<file path="src/rtl/spi_frame_pkg.sv">
// Shared types and constants for the SPI frame receiver and its helpers.
package spi_frame_pkg;

  localparam int BYTE_W = 8;

  typedef enum logic [1:0] {
    RESYNC,
    IDLE,
    COLLECT,
    DISCARD
  } state_t;

  function automatic int count_w(input int frame_bytes);
    return $clog2(frame_bytes + 1);
  endfunction

endpackage

</file>
<file path="src/rtl/spi_cs_sync.sv">
// Multi-stage synchroniser for the raw SPI chip-select; resets to the inactive (high) level.
module spi_cs_sync #(
  parameter int STAGES = 2
) (
  input  logic clk,
  input  logic reset,
  input  logic cs_n_in,
  output logic cs_n_sync
);

  logic [STAGES-1:0] pipe;

  always_ff @(posedge clk) begin
    if (reset) pipe <= '1;
    else       pipe <= {pipe[STAGES-2:0], cs_n_in};
  end

  assign cs_n_sync = pipe[STAGES-1];

endmodule

</file>
<file path="src/rtl/spi_frame_receiver.sv">
// Assembles SPI byte strobes into FRAME_BYTES-long frames bounded by chip-select,
// held on a valid/ready register; reports short, overrun and extra-byte errors.
module spi_frame_receiver
  import spi_frame_pkg::*;
#(
  parameter int FRAME_BYTES = 3,
  parameter bit MULTI_FRAME = 1'b0,
  parameter int SYNC_STAGES = 2
) (
  input  logic                              clk,
  input  logic                              reset,
  input  logic [BYTE_W-1:0]                 spi_data,
  input  logic                              spi_data_valid,
  input  logic                              spi_cs_n_in,
  output logic [BYTE_W*FRAME_BYTES-1:0]     frame_data,
  output logic                              frame_valid,
  input  logic                              frame_ready,
  output logic [count_w(FRAME_BYTES)-1:0]   byte_count,
  output logic                              frame_short,
  output logic                              frame_overrun,
  output logic                              frame_extra
);

  localparam int FW = BYTE_W * FRAME_BYTES;
  localparam int CW = count_w(FRAME_BYTES);
  localparam logic [CW-1:0] LAST = CW'(FRAME_BYTES - 1);

  logic          cs_n_sync;
  logic          cs_act;
  state_t        state, state_nxt;
  logic [FW-1:0] assembled;
  logic          byte_in;
  logic          load;
  logic [CW-1:0] count_nxt;
  logic          valid_nxt;
  logic          short_nxt, overrun_nxt, extra_nxt;

  spi_cs_sync #(.STAGES(SYNC_STAGES)) u_cs_sync (
    .clk      (clk),
    .reset    (reset),
    .cs_n_in  (spi_cs_n_in),
    .cs_n_sync(cs_n_sync)
  );

  assign cs_act = ~cs_n_sync;

  // Older bytes simply shift out, so a dropped partial frame needs no clearing.
  if (FRAME_BYTES == 1) begin : g_single
    assign assembled = spi_data;
  end else begin : g_shift
    logic [FW-BYTE_W-1:0] shift;
    always_ff @(posedge clk) begin
      if (reset)        shift <= '0;
      else if (byte_in) shift <= assembled[FW-BYTE_W-1:0];
    end
    assign assembled = {shift, spi_data};
  end

  always_ff @(posedge clk) begin
    if (reset) state <= RESYNC;
    else       state <= state_nxt;
  end

  always_comb begin
    state_nxt   = state;
    byte_in     = 1'b0;
    load        = 1'b0;
    count_nxt   = byte_count;
    valid_nxt   = frame_valid && !frame_ready;
    short_nxt   = 1'b0;
    overrun_nxt = 1'b0;
    extra_nxt   = 1'b0;
    case (state)
      RESYNC: if (!cs_act) state_nxt = IDLE;
      IDLE: begin
        count_nxt = '0;
        if (cs_act) state_nxt = COLLECT;
      end
      COLLECT: begin
        if (spi_data_valid) begin
          byte_in = 1'b1;
          if (byte_count == LAST) begin
            count_nxt   = '0;
            load        = !frame_valid || frame_ready;
            overrun_nxt = !load;
            if (load) valid_nxt = 1'b1;
            if (!MULTI_FRAME) state_nxt = DISCARD;
          end else begin
            count_nxt = byte_count + CW'(1);
          end
        end
        // The same-cycle byte is already folded into count_nxt here.
        if (!cs_act) begin
          state_nxt = IDLE;
          short_nxt = (count_nxt != '0);
          count_nxt = '0;
        end
      end
      DISCARD: begin
        extra_nxt = spi_data_valid;
        if (!cs_act) state_nxt = IDLE;
      end
      default: state_nxt = RESYNC;
    endcase
  end

  always_ff @(posedge clk) begin
    if (reset) begin
      frame_data    <= '0;
      frame_valid   <= 1'b0;
      byte_count    <= '0;
      frame_short   <= 1'b0;
      frame_overrun <= 1'b0;
      frame_extra   <= 1'b0;
    end else begin
      if (load) frame_data <= assembled;
      frame_valid   <= valid_nxt;
      byte_count    <= count_nxt;
      frame_short   <= short_nxt;
      frame_overrun <= overrun_nxt;
      frame_extra   <= extra_nxt;
    end
  end

endmodule

</file>
<file path="config.mk">
export PLATFORM = sky130hd
export DESIGN_NAME = spi_frame_receiver
export DESIGN_NICKNAME = d
export VERILOG_FILES = /design/src/rtl/spi_frame_pkg.sv /design/src/rtl/spi_cs_sync.sv /design/src/rtl/spi_frame_receiver.sv
export SDC_FILE = /design/constraint.sdc
export NUM_CORES = 1
export LEC_CHECK = 0
export CAP_MARGIN = 20
export CORE_UTILIZATION = 45
export CTS_CLUSTER_DIAMETER = 150
export DETAILED_ROUTE_END_ITERATION = 12
export PLACE_DENSITY = 0.83
export SLEW_MARGIN = 10
export SYNTH_ARGS = -nofsm -noshare
export SYNTH_HDL_FRONTEND = slang
export SYNTH_SLANG_ARGS = --single-unit
</file>
<file path="constraint.sdc">
create_clock -name clk -period 1.6 [get_ports clk]
set_input_delay 0.24 -clock clk [delete_from_list [all_inputs] [get_ports clk]]
set_output_delay 0.24 -clock clk [all_outputs]
set_load 0.02 [all_outputs]
</file>
==> results of run 1 <==
## synth_stat cells (all sizes together)
cell type,n
a2111oi,1
nor2b,1
nand2,36
ha,3
mux2i,24
clkbuf,10
and4b,1
nand2b,51
dfxtp,50
nor4bb,1
nor3,2
and3b,1
and3,2
nand3b,2
a31o,1
and2,1
inv,3
o21ai,3
nor3b,1
nor4,1
buf,6
nor2,3
a21oi,22
or2,2
nor4b,1
## routing by layer
layer	part of all wire	global-route usage
met3	0.040	0.0470
met2	0.49	0.286
met4	0.011	0.0667
met1	0.45	0.208
met5	0	0
## registers in the layout, summed over array words and instances, names as in the netlist
register        flops
byte_count          2
g_shift.shift      16
state               2
frame_overrun       1
u_cs_sync.pipe      2
frame_short         1
frame_valid         1
frame_data         24
frame_extra         1
## final cells by class
| type | instances | area, sq um |
|---|---|---|
| Tap cell | 52 | 65.1 |
| Clock buffer | 6 | 72.6 |
| Multi-Input combinational cell | 160 | 1010 |
| Sequential cell | 50 | 1000 |
| Clock inverter | 2 | 37.5 |
| Inverter | 3 | 11.3 |
| Timing Repair Buffer | 53 | 558 |
| Fill cell | 392 | 1690 |
## logic make-up (layout without fill, tap and decap cells)
logic type / after synthesis / count (layout) / share of synthesized area
buffers and inverters: 19 / 64 / 0.0598
DFF: 50 / 50 / 0.469
AOI/OAI and AO/OA: 27 / 27 / 0.0668
adders and majority gates: 3 / 3 / 0.0176
muxes: 24 / 24 / 0.112
and+or+nand+nor: 106 / 106 / 0.275
## what timing repair did
item	4_1_cts	5_1_grt
hold buffers	0	0
endpoints found under the setup margin	2	1
resized for setup	2	2
## power by group through the flow
| stage | sequential [mW] | combinational [mW] | clock (mW) |
|---|---|---|---|
| detailed placement | 1.33 | 0.307 | 0 |
| CTS | 1.31 | 0.309 | 0.900 |
| global placement | 1.33 | 0.302 | 0 |
| global route | 1.31 | 0.357 | 0.960 |
| floorplan | 1.33 | 0.203 | 0 |
| finish | 1.31 | 0.317 | 0.872 |
## stage by stage
step / hold slack [ns] / instances / util / setup WS [ns] / area (sq um)
final: 0.414 / 326 / 0.621 / 0.0908 / 2760
after global routing: 0.434 / 326 / 0.621 / 0.0199 / 2760
after CTS: 0.415 / 326 / 0.619 / 0.0670 / 2750
after detailed placement: 0.400 / 318 / 0.595 / 0.00811 / 2650
after global placement: 0.396 / 318 / 0.595 / 0.0871 / 2650
after floorplan: 0.344 / 229 / - / 0.0395 / 2140
## worst min-delay path by stage
stage,start,to,slack [ns],cells after the start
2_1_floorplan,spi_cs_n_in,u_cs_sync.pipe[0]$_SDFF_PP1_,0.34,1
3_3_place_gp,u_cs_sync.pipe[0]$_SDFF_PP1_,u_cs_sync.pipe[1]$_SDFF_PP1_,0.40,1
3_5_place_dp,u_cs_sync.pipe[0]$_SDFF_PP1_,u_cs_sync.pipe[1]$_SDFF_PP1_,0.40,1
4_1_cts,reset,g_shift.shift[5]$_SDFFE_PP0P_,0.42,2
5_1_grt,u_cs_sync.pipe[0]$_SDFF_PP1_,u_cs_sync.pipe[1]$_SDFF_PP1_,0.43,1
6_report,reset,g_shift.shift[1]$_SDFFE_PP0P_,0.41,2
## cells in the final DEF, fill, tap and decap left out, types with 2 or more instances in the layout
master and instances:
nand2b_1 51, o21ai_0 3, buf_12 5, nand2_1 36, clkbuf_8 5, inv_1 3, nor2_1 3, dfxtp_1 50
mux2i_1 24, nor3_1 2, a21oi_1 22, buf_4 6, dlygate4sd2_1 2, or2_2 2, clkdlybuf4s50_1 39, ha_1 3
nand3b_1 2
==> flow_metrics.env, run 1 <==
export IMPL_slew_headroom=0.649
export IMPL_viasPerCell=4.93
export IMPL_drt_total_wl_mm=4.03
export IMPL_p_int_mw=1.90
export IMPL_synth_top_area_share=0.469
export IMPL_max_stage_delay_ns=0.61
export IMPL_io_pins=43
export IMPL_synthesis_area_sq_mm=0.00214
export IMPL_vias=1606
export IMPL_critPathKind="reg2out"
export IMPL_cts_tree="yes"
export IMPL_cts_setup_buffers=0
export IMPL_gp_congestion=0.806
export IMPL_grt_pass1_vias=1493
export IMPL_dp_hpwl_mm=2.74
export IMPL_drive_gt1_frac=0.0912
export IMPL_max_freq_ghz=0.663
export IMPL_netlist_instances=229
export IMPL_die_y_um=70.9
export IMPL_pwr_share_seq=0.523
export IMPL_slew_viol_final=0
export IMPL_r2r_cells=6
export IMPL_cp_slowest_cell="clkdlybuf4s50_1"
export IMPL_p_leak_nw=0.938
export IMPL_synth_warnings=0
export IMPL_grt_overflow=0
export IMPL_cp_cell_sequence="clkdlybuf4s50_1"
export IMPL_peakVddDrop_mv=0.594
export IMPL_cts_buffer_depth=2
export IMPL_syn_nets=245
export IMPL_track_usage=0.170
export IMPL_rr_endpoint="frame_data[12]$_SDFFE_PP0P_"
export IMPL_start_util=0.481
export IMPL_port_buffers=42
export IMPL_skew_ns=0.00967
export IMPL_crit_path_start_kind="flop"
export IMPL_cp_depth=1
export IMPL_cts_buffers_inserted=5
export IMPL_crit_family="buffers and inverters"
export IMPL_first_iter_violations=76
export IMPL_rsz0062_at_grt="false"
export IMPL_synthToLayoutAreaGrowth_pct=29.2
export IMPL_final_antenna_net_count=0
export IMPL_final_hold_viol_count=0
export IMPL_p_switching_uw=594
export IMPL_postSynthAreaPerCell_sq_um=9.33
export IMPL_crit_fanout=2
export IMPL_power_frac_comb=0.127
export IMPL_die_x_um=70.9
export IMPL_root_buffer="clkbuf_8"
export IMPL_post_drt_wl_per_cell_um=12.4
export IMPL_setup_viol=0
export IMPL_status="finished clean"
export IMPL_grt_pass1_wl_mm=6.72
export IMPL_worstPathArrival_ns=1.27
export IMPL_rows=24
export IMPL_rrSetupSlack_ns=0.12
export IMPL_path_clk_slew_ns=0.09
export IMPL_fin_setup_tns_ns=0
export IMPL_synth_top_area_cell="dfxtp_1"
export IMPL_total_power_mw=2.49
export IMPL_synth_area_leaders="dfxtp_1, nand2b_1, mux2i_1"
export IMPL_h_tree_depth=2
export IMPL_drc_errors=0
export IMPL_required_ns=1.36
export IMPL_synth_seq_cells=50
export IMPL_swShare=0.238
export IMPL_dr_pass1_iters=6
export IMPL_cts_sinks=50
export IMPL_ys_seq_area_frac=0.469
export IMPL_fin_crit_sh=0.943
export IMPL_fin_crit_ns=1.51
export IMPL_clock_latency_ns=0.30
export IMPL_placeableCoreArea_sq_mm=0.00444
export IMPL_critPathCapture="frame_data[9]"
export IMPL_dieArea_sq_mm=0.00503
export IMPL_power_frac_clock=0.349
export IMPL_antenna_found_initial=0
export IMPL_endpoint_kind="output pin"
export IMPL_power_density_mw_per_mm2=904
export IMPL_crit_path_start="frame_data[9]$_SDFFE_PP0P_"
export IMPL_cap_violations=0
export IMPL_yosysUniqueCellTypes=28
export IMPL_min_path_type="in2reg"
export IMPL_tightest_slew_ns=0.526
export IMPL_rr_startpoint="state[0]$_SDFFE_PP0P_"
export IMPL_nNetsFinal=289
export IMPL_n_antenna_cell=0
export IMPL_cp_num_buf_inv=1
export IMPL_grt_max_degree=30
Power figures use the tool's default switching activity.
==> inputs of run 2 (changes only) <==
- CORE_MARGIN: default -> 2
==> run 2 against run 1 <==
Count of clock-buffer cells in the layout decreased by 1. Worst hold slack lost 0.020 ns. Wire length decreased by 4.2%. Clock power decreased by 20%. Via count fell by 1.8%. Critical endpoint is now frame_data[14]. Largest power group unchanged.
==> flow_metrics.env, run 2 (synthesis results as in run 1) <==
export IMPL_status="finished clean"
export IMPL_grt_overflow=0
export IMPL_antenna_found_initial=0
export IMPL_dr_pass1_iters=4
export IMPL_rows=25
export IMPL_final_hold_viol_count=0
export IMPL_grt_met1_usage=0.194
export IMPL_setup_viol=0
export IMPL_cp_cell_sequence="clkdlybuf4s50_1"
export IMPL_placed_area_sq_mm=0.00261
export IMPL_io_pins=43
export IMPL_endpoint_kind="output pin"
export IMPL_worstPathArrival_ns=1.26
export IMPL_total_power_mw=2.31
export IMPL_slew_viol_final=0
export IMPL_cap_violations=0
export IMPL_max_stage_delay_ns=0.61
export IMPL_final_common_cell="nand2b_1"
export IMPL_path_clk_slew_ns=0.09
export IMPL_p_leak_nw=0.896
export IMPL_crit_path_start_kind="flop"
export IMPL_grt_max_degree=36
export IMPL_peakVddDrop_mv=0.405
export IMPL_grtUsageMet2=0.253
export IMPL_placeableCoreArea_sq_mm=0.00466
export IMPL_cts_tree="yes"
export IMPL_min_path_type="in2reg"
export IMPL_largest_register="frame_data"
export IMPL_dieArea_sq_mm=0.00531
export IMPL_root_buffer="clkbuf_8"
export IMPL_cp_slowest_cell="clkdlybuf4s50_1"
export IMPL_final_instance_count_excl_fill=323
export IMPL_fin_util=0.577
export IMPL_start_util=0.458
export IMPL_placed_cells=316
export IMPL_crit_family="buffers and inverters"
export IMPL_post_drt_wl_per_cell_um=11.9
export IMPL_grt_pass1_wl_mm=6.42
export IMPL_die_x_um=72.9
export IMPL_crit_fanout=2
export IMPL_drive_gt1_frac=0.0781
export IMPL_rsz0062_at_grt="false"
export IMPL_dp_slack_ns=0.0481
export IMPL_gp_congestion=0.762
export IMPL_grt_pass1_vias=1433
export IMPL_fin_ws_ns=0.105
export IMPL_n_antenna_cell=0
export IMPL_cts_sinks=50
export IMPL_synthToLayoutAreaGrowth_pct=26.0
export IMPL_h_tree_depth=2
export IMPL_hold_worst_slack_ns=0.394
export IMPL_fin_crit_sh=0.935
export IMPL_power_density_mw_per_mm2=859
export IMPL_fin_crit_ns=1.50
export IMPL_cts_setup_buffers=0
export IMPL_clock_latency_ns=0.30
export IMPL_drt_total_wl_mm=3.86
export IMPL_skew_ns=0.00795
export IMPL_die_y_um=72.9
export IMPL_cts_buffer_depth=2
export IMPL_viasPerCell=4.88
export IMPL_port_buffers=42
export IMPL_slew_headroom=0.684
export IMPL_track_usage=0.156
export IMPL_drc_errors=0
export IMPL_final_cell_mix="nand2b_1, dfxtp_1, clkdlybuf4s50_1"
export IMPL_max_freq_ghz=0.669
export IMPL_dp_hpwl_mm=2.64
export IMPL_reg_top3="frame_data: 24 flops, g_shift.shift: 16 flops"
export IMPL_critPathKind="reg2out"
export IMPL_cp_num_buf_inv=1
export IMPL_nNetsFinal=285
export IMPL_cts_buffers_inserted=5
export IMPL_fin_area_sq_mm=0.00269
export IMPL_first_iter_violations=88
export IMPL_hold_buffers=0
export IMPL_tightest_slew_ns=0.474
export IMPL_largest_register_ffs=24
export IMPL_gr_max_usage_layer="met2"
export IMPL_fin_setup_tns_ns=0
export IMPL_required_ns=1.36
export IMPL_vias=1577
export IMPL_final_antenna_net_count=0
export IMPL_grtUsageMet3=0.0428
## run 2: cell type report
type,count,area (sq um)
Fill cell,408,1970
Multi-Input combinational cell,160,1010
Sequential cell,50,1000
Timing Repair Buffer,49,515
Clock buffer,5,68.8
Tap cell,54,67.6
Clock inverter,2,15.0
Inverter,3,11.3
## run 2: layer usage
layer | up-vias | share of wire
li1 | 822 | -
met1 | 721 | 0.48
met2 | 30 | 0.48
met3 | 4 | 0.027
met4 | 0 | 0.013
met5 | - | 0
## run 2: power breakdown
group | switching, mW | total (mW) | internal [mW]
registers | 0.0319 | 1.31 | 1.28
logic | 0.153 | 0.302 | 0.150
clock network | 0.402 | 0.701 | 0.299
total | 0.586 | 2.31 | 1.72
## run 2: final timing paths
path / start / end / slack [ns] / cells after the start
hold reg to reg: u_cs_sync.pipe[0]$_SDFF_PP1_ / u_cs_sync.pipe[1]$_SDFF_PP1_ / 0.42 / 1
hold / removal: reset / g_shift.shift[7]$_SDFFE_PP0P_ / 0.39 / 2
setup reg to reg: state[1]$_SDFFE_PP0P_ / frame_data[22]$_SDFFE_PP0P_ / 0.13 / 5
setup / recovery: frame_data[14]$_SDFFE_PP0P_ / frame_data[14] / 0.10 / 1
## run 2: repair_timing
action,4_1_cts,5_1_grt
resized for setup,2,2
setup endpoints to repair,2,2
pin swaps,0,0
==> inputs of run 3 (changes only) <==
- ABC_CLOCK_PERIOD_IN_PS: default -> 1600
==> results of run 3 <==
Final layout, timing and power as in run 2 (identical DEF).
